===== src/rtl/prog_mem_loader_pkg.sv =====
// Shared constants and helpers for the loadable instruction memory.
// Holds the text-segment base, the fetch NOP and the loader state codes.
package prog_mem_loader_pkg;

  localparam logic [31:0] TEXT_BASE = 32'h0040_0000;
  localparam logic [31:0] NOP_WORD  = 32'h0000_0000;

  localparam logic [1:0] ST_IDLE = 2'd0;
  localparam logic [1:0] ST_LOAD = 2'd1;
  localparam logic [1:0] ST_DONE = 2'd2;

  // Returns word with byte b placed in little-endian lane (lane 0 = bits [7:0]).
  function automatic logic [31:0] lane_insert(input logic [31:0] word,
                                              input logic [7:0]  b,
                                              input logic [1:0]  lane);
    logic [31:0] r;
    r = word;
    r[{lane, 3'b000} +: 8] = b;
    return r;
  endfunction

endpackage


===== src/rtl/prog_mem_loader_if.sv =====
// Byte-stream load, status and CPU fetch signals of the instruction memory loader.
// master = host/fetch side, slave = loader.
interface prog_mem_loader_if #(
  parameter int DEPTH = 64
) ();

  localparam int WC_W = $clog2(DEPTH + 1);

  logic            start;
  logic            s_valid;
  logic [7:0]      s_data;
  logic            s_last;
  logic            s_ready;
  logic            busy;
  logic            done;
  logic            err;
  logic [WC_W-1:0] word_count;
  logic [31:0]     addr;
  logic [31:0]     q;

  modport master (
    output start, s_valid, s_data, s_last, addr,
    input  s_ready, busy, done, err, word_count, q
  );

  modport slave (
    input  start, s_valid, s_data, s_last, addr,
    output s_ready, busy, done, err, word_count, q
  );

endinterface


===== src/rtl/prog_mem_loader_byte_packer.sv =====
// Packs accepted bytes little-endian into 32-bit words and strobes each completed word.
// A final byte on lanes 0..2 completes the word early with the upper lanes left at zero.
module prog_mem_loader_byte_packer
  import prog_mem_loader_pkg::*;
(
  input  logic        clk,
  input  logic        rst_n,
  input  logic        clear_i,
  input  logic        accept_i,
  input  logic [7:0]  data_i,
  input  logic        last_i,
  output logic        word_valid_o,
  output logic [31:0] word_o
);

  logic [1:0]  lane_q, lane_d;
  logic [31:0] pack_q, pack_d;

  // Lanes above lane_q are always zero in pack_q, which gives the zero-fill for free.
  assign word_o       = lane_insert(pack_q, data_i, lane_q);
  assign word_valid_o = accept_i & (last_i | (lane_q == 2'd3));

  // NOTE: every always_comb output gets a default first, so no path leaves it unassigned (no latch).
  always_comb begin
    lane_d = lane_q;
    pack_d = pack_q;
    if (clear_i) begin
      lane_d = 2'd0;
      pack_d = '0;
    end else if (accept_i) begin
      if (word_valid_o) begin
        lane_d = 2'd0;
        pack_d = '0;
      end else begin
        lane_d = lane_q + 2'd1;
        pack_d = word_o;
      end
    end
  end

  // NOTE: sequential state uses non-blocking assignments so all registers update together on the edge.
  always_ff @(posedge clk or negedge rst_n) begin
    if (!rst_n) begin
      lane_q <= 2'd0;
      pack_q <= '0;
    end else begin
      lane_q <= lane_d;
      pack_q <= pack_d;
    end
  end

endmodule


===== src/rtl/prog_mem_loader.sv =====
// Loadable instruction memory: byte-stream loader FSM, word write port and
// combinational CPU fetch port over the text segment at BASE_ADDR.
module prog_mem_loader
  import prog_mem_loader_pkg::*;
#(
  parameter int          DATA_WIDTH = 32,
  parameter int          DEPTH      = 64,
  parameter logic [31:0] BASE_ADDR  = TEXT_BASE
) (
  input logic              clk,
  input logic              rst_n,
  prog_mem_loader_if.slave bus
);

  localparam int WC_W = $clog2(DEPTH + 1);
  localparam int AW   = (DEPTH > 1) ? $clog2(DEPTH) : 1;

  logic [1:0]      state_q, state_d;
  logic            err_q, err_d;
  logic [WC_W-1:0] wc_q, wc_d;

  logic            in_load;
  logic            accept;
  logic            full;
  logic            word_valid;
  logic [31:0]     word;

  logic [DATA_WIDTH-1:0] mem [DEPTH];

  assign in_load = (state_q == ST_LOAD);
  assign accept  = bus.s_valid & in_load;
  assign full    = (wc_q == WC_W'(DEPTH));

  // Bytes arriving once the memory is full are dropped before they reach the packer.
  prog_mem_loader_byte_packer u_packer (
    .clk          (clk),
    .rst_n        (rst_n),
    .clear_i      (bus.start & ~in_load),
    .accept_i     (accept & ~full),
    .data_i       (bus.s_data),
    .last_i       (bus.s_last),
    .word_valid_o (word_valid),
    .word_o       (word)
  );

  always_comb begin
    state_d = state_q;
    err_d   = err_q;
    wc_d    = wc_q;
    case (state_q)
      ST_IDLE, ST_DONE: begin
        if (bus.start) begin
          state_d = ST_LOAD;
          err_d   = 1'b0;
          wc_d    = '0;
        end
      end
      ST_LOAD: begin
        if (accept && full) err_d = 1'b1;
        if (word_valid)     wc_d  = wc_q + 1'b1;
        if (accept && bus.s_last) state_d = ST_DONE;
      end
      default: state_d = ST_IDLE;
    endcase
  end

  always_ff @(posedge clk or negedge rst_n) begin
    if (!rst_n) begin
      state_q <= ST_IDLE;
      err_q   <= 1'b0;
      wc_q    <= '0;
    end else begin
      state_q <= state_d;
      err_q   <= err_d;
      wc_q    <= wc_d;
    end
  end

  // NOTE: the array has no reset; contents must survive rst_n and it maps onto plain RAM.
  always_ff @(posedge clk) begin
    if (word_valid) mem[wc_q[AW-1:0]] <= word;
  end

  logic [29:0] fetch_idx;
  logic        fetch_hit;

  assign fetch_idx = 30'((bus.addr - BASE_ADDR) >> 2);
  assign fetch_hit = (bus.addr >= BASE_ADDR) && (fetch_idx < 30'(DEPTH));

  // The image is unstable while loading, so the CPU sees NOPs until the load ends.
  assign bus.q          = (!in_load && fetch_hit) ? mem[fetch_idx[AW-1:0]] : NOP_WORD;
  assign bus.s_ready    = in_load;
  assign bus.busy       = in_load;
  assign bus.done       = (state_q == ST_DONE);
  assign bus.err        = err_q;
  assign bus.word_count = wc_q;

endmodule


===== src/flat_wrapper.sv =====
// flat-port wrapper written by rule: the top's interface ports become plain ports
module prog_mem_loader_flat import prog_mem_loader_pkg::*;
#(
  parameter int          DATA_WIDTH = 32,
  parameter int          DEPTH      = 64,
  parameter logic [31:0] BASE_ADDR  = TEXT_BASE
)
  (clk, rst_n, bus_start, bus_s_valid, bus_s_data, bus_s_last, bus_addr, bus_s_ready, bus_busy, bus_done, bus_err, bus_word_count, bus_q);
  prog_mem_loader_if #(.DEPTH(DEPTH)) bus_i ();
  input logic clk;
  input logic rst_n;
  input wire logic [$bits(bus_i.start)-1:0] bus_start;
  input wire logic [$bits(bus_i.s_valid)-1:0] bus_s_valid;
  input wire logic [$bits(bus_i.s_data)-1:0] bus_s_data;
  input wire logic [$bits(bus_i.s_last)-1:0] bus_s_last;
  input wire logic [$bits(bus_i.addr)-1:0] bus_addr;
  output wire logic [$bits(bus_i.s_ready)-1:0] bus_s_ready;
  output wire logic [$bits(bus_i.busy)-1:0] bus_busy;
  output wire logic [$bits(bus_i.done)-1:0] bus_done;
  output wire logic [$bits(bus_i.err)-1:0] bus_err;
  output wire logic [$bits(bus_i.word_count)-1:0] bus_word_count;
  output wire logic [$bits(bus_i.q)-1:0] bus_q;
  assign bus_i.start = bus_start;
  assign bus_i.s_valid = bus_s_valid;
  assign bus_i.s_data = bus_s_data;
  assign bus_i.s_last = bus_s_last;
  assign bus_i.addr = bus_addr;
  assign bus_s_ready = bus_i.s_ready;
  assign bus_busy = bus_i.busy;
  assign bus_done = bus_i.done;
  assign bus_err = bus_i.err;
  assign bus_word_count = bus_i.word_count;
  assign bus_q = bus_i.q;
  prog_mem_loader #(.DATA_WIDTH(DATA_WIDTH), .DEPTH(DEPTH), .BASE_ADDR(BASE_ADDR)) u_core (.clk(clk), .rst_n(rst_n), .bus(bus_i));
endmodule

===== config.mk =====
export PLATFORM = sky130hd
export DESIGN_NAME = prog_mem_loader_flat
export DESIGN_NICKNAME = d
export VERILOG_FILES = /design/src/rtl/prog_mem_loader_pkg.sv /design/src/rtl/prog_mem_loader_if.sv /design/src/rtl/prog_mem_loader_byte_packer.sv /design/src/rtl/prog_mem_loader.sv /design/src/flat_wrapper.sv
export SDC_FILE = /design/constraint.sdc
export NUM_CORES = 2
export LEC_CHECK = 0
export BUFFER_PORTS_ARGS = -buffer_cell sky130_fd_sc_hd__clkbuf_2
export CORE_MARGIN = 3
export CORE_UTILIZATION = 45
export CTS_CLUSTER_SIZE = 20
export DETAILED_ROUTE_END_ITERATION = 10
export HOLD_SLACK_MARGIN = 0.03
export PLACE_DENSITY_LB_ADDON = 0.25
export SYNTH_ARGS = -nofsm -noshare
export SYNTH_HDL_FRONTEND = slang
export SYNTH_SLANG_ARGS = --single-unit

===== constraint.sdc =====
create_clock -name clk -period 4.27 [get_ports clk]
set_input_delay 0.427 -clock clk [delete_from_list [all_inputs] [get_ports clk]]
set_output_delay 0.427 -clock clk [all_outputs]
set_load 0.05 [all_outputs]

==> flow_metrics.py <==
metrics = {
    "final_layout": {
        "final_nets": 4217,
        "fillers": 13700,
        "drive_above_1_share_pct": 29.6,
        "utilization_pct": 52.7,
        "multi_input_area_sq_um": 18200,
        "seqCellArea_sq_um": 62600,
        "layout.cells.non_filler": 6695,
        "syn_to_final_growth_pct": 15.7,
    },
    "critical_path": {
        "crit_path_frequent_cell": "buf_12",
        "setup.worst_path.end_class": "primary output",
        "arrival_ps": 3560,
        "worstPathMaxFanout": 19,
        "path_class": "reg -> out",
        "critPathLaunch": "u_core.state_q[0]",
        "ff2ff_path_depth": 7,
        "cp_top_family": "simple AND/OR/NAND/NOR gates",
        "cpPeakStageDelay_ps": 460,
        "cp_num_buf_inv": 3,
        "crit_cells": 8,
        "start_kind": "flop",
        "r2r_start": "u_core.u_packer.lane_q[0]",
        "slowest_stage": "nor4_1",
        "cp.required_ps": 3840,
        "crit_path_cell_trace": "nand2b_1 > nand3_2 > a211o_1 > buf_12 > a221o_1 > nor4_1 > buf_4 > buf_12",
    },
    "job": {
        "cap_viol_max_count": 1,
    },
    "power_and_ir_drop": {
        "p_leak_nw": 30.7,
        "power.density_nw_per_um2": 473,
        "vdd_drop_max_mv": 0.530,
    },
    "clocking": {
        "clock_sinks": 2092,
        "postCtsSetupBuffers": 0,
        "cts_made_buffers": 208,
        "cts_buffer_depth": 3,
        "clkSlewWorstSetupHoldPaths_ps": 60,
        "clock_latency_ps": 830,
        "htreeDepth": 4,
        "tritoncts": "yes",
        "root_buffer": "clkbuf_16",
    },
    "sta": {
        "finClkSkew_ps": 39.2,
        "hold_violations": 0,
        "tns_ps": 0,
        "fin_crit_sh_pct": 93.4,
        "whs_ps": 100,
        "tightest_slew_ps": 1520,
        "layout_min_cycle_time_ps": 3990,
        "rsz0062_at_grt": "false",
        "slew_violations": 6,
        "setup_ws_ps": 281,
        "slew_headroom_pct": -1.66,
        "max_freq_ghz": 0.251,
        "setup_viol": 0,
    },
    "status": {
        "outcome": "complete, but fails checks",
        "failed_checks": "capacitance limit, slew limit",
    },
    "global_routing": {
        "grt_util_all_layers_pct": 24.1,
        "overflow": 0,
        "antenna_found_initial": 11,
        "grt_pass1_vias": 41100,
        "grt_pass1_wl_mm": 315,
        "grt_max_degree": 66,
    },
    "drt": {
        "wl_per_cell_microns": 33.5,
        "viasPerCell": 6.13,
        "dr.first_iter.drc_count": 5331,
        "ant_nets": 0,
        "dr.pass1.iters": 6,
        "finalWirelength_mm": 224,
        "drc_errors": 0,
        "vias": 41000,
    },
    "die": {
        "start_util_pct": 45.5,
        "die_w_microns": 432,
        "die_h_microns": 432,
        "rows": 155,
        "ioPinCount": 88,
        "die_area_sq_um": 187000,
        "core-area_sq_um": 179000,
    },
    "synth": {
        "ys_seq_elements": 2092,
        "syn_area_sq_um": 81600,
        "yosysSeqAreaShare_pct": 76.7,
        "ys_warn_count": 0,
        "syn-num-nets": 3805,
        "synthDistinctLibCells": 75,
        "syn_inst": 3753,
        "synth-async-reset-ratio_pct": 2.10,
        "ys.flop_type": "edfxtp_1",
        "syn_area_per_cell_sq_um": 21.7,
        "synth_edf_count": 2048,
    },
    "place": {
        "dp.cells": 6302,
        "dpl.hpwl_mm": 134,
        "gp_congestion": 0.794,
        "pre_cts_ws_ps": 148,
        "io_buffers": 85,
    },
    "hold_path": {
        "min_from": "bus_s_data[1]",
        "hold_path.class": "in -> reg",
        "min_path_cells": 5,
    },
}
==> area by class of cell <==
class | count | area share (%)
multi-input cells | 1403 | 19.3
clock inverters | 106 | 1.04
well taps | 2355 | 3.12
clock buffers | 274 | 5.80
flip-flops and latches | 2092 | 66.3
inverters | 48 | 0.196
repair buffers | 412 | 4.27
diodes | 5 | 0.0132
==> synth_stat cells, types with 8 or more instances <==
master	count	area [sq um]
nor4_1	8	50.1
a221o_1	15	150
nand4_1	33	206
a22oi_1	33	248
o22ai_1	16	100
mux4_2	473	10700
buf_2	47	235
mux2i_1	184	1840
buf_8	14	210
buf_12	11	220
mux2_2	14	158
nor3_1	22	110
o21ai_0	79	395
nand3_1	24	120
nor2_1	123	462
inv_1	43	161
buf_4	47	353
nand2_1	117	439
a211oi_1	17	128
o21ai_1	10	50.1
buf_1	13	48.8
dfrtp_1	44	1100
a31oi_1	12	75.1
clkbuf_1	56	210
nor2b_1	8	50.1
nand2b_1	13	81.3
mux4_1	19	499
edfxtp_1	2048	61500
buf_6	22	248
a221oi_1	24	210
a21oi_1	35	175
==> tightest hold or removal path: cells and delay by family <==
family | cells | cell delay (ps)
buffers and inverters | 1 | 140
and+or+nand+nor | 2 | 180
AOI/OAI and AO/OA | 2 | 140
==> cells in the final DEF (no fill, tap or decap), types with 44 or more instances in the layout <==
cell type,count
clkinv_1,47
edfxtp_1,2048
clkbuf_1,65
buf_4,255
clkbuf_16,209
mux2i_1,184
dfrtp_1,44
mux4_2,473
nor2_1,57
clkbuf_2,62
nand2_1,117
buf_12,84
nor2_4,64
o21ai_0,46
==> cells by family (layout without fill, tap and decap cells) <==
group | count (synthesis) | after routing | synth area share, %
adder cells (fa/ha/maj) | 7 | 7 | 0.107
multiplexers | 691 | 691 | 16.1
buffers and inverters | 258 | 840 | 2.09
other | 0 | 5 | 0
flip-flops | 2092 | 2092 | 76.7
AND/OR/NAND/NOR | 387 | 387 | 2.22
XOR/XNOR | 5 | 5 | 0.0537
AO/OA/AOI/OAI | 313 | 313 | 2.71
==> worst paths after layout <==
kind | endpoint | slack [ps]
min | u_core.u_packer.pack_q[25] | 100
min in group asynchronous | u_core.bus.err | 230
max | bus_q[20] | 280
max in group asynchronous | u_core.u_packer.pack_q[17] | 3640
max reg2reg | u_core.mem[7][12] | 1030
min reg2reg | u_core.bus.err | 510
==> flip-flops by register name, indices dropped and copies added, names as in the netlist <==
| register | count |
|---|---|
| u_core.u_packer.lane_q | 2 |
| u_core.bus.word_count | 7 |
| u_core.u_packer.pack_q | 32 |
| u_core.state_q | 2 |
| u_core.bus.err | 1 |
| u_core.mem | 2048 |
==> routing by layer <==
layer,wire (microns),vias up,track usage [%]
met5,27,-,0
met4,5710,4,6.66
met3,21500,317,6.32
met2,108000,1960,38.1
met1,89700,22100,33.5
li1,-,16600,-
==> report_power, final <==
group / leakage, nW / switching [mW] / internal (mW) / total (mW)
logic: 8.08 / 2.65 / 1.05 / 3.71
clock network: 3.14 / 7.68 / 9.81 / 17.5
registers: 19.5 / 0.0612 / 23.5 / 23.5
==> metrics by stage <==
step | power [mW] | cell area [sq um]
finish | 44.7 | 94500
global route | 46.0 | 94400
CTS | 45.0 | 94400
detailed placement | 27.6 | 87900
global placement | 27.5 | 87900
floorplan | 26.1 | 81600
==> timing repair <==
action	4_1_cts	5_1_grt
hold buffers	8	0
hold endpoints to repair	57	0
setup endpoints to repair	3	0
resized for setup	3	0
(Power assumes the default switching activity.)
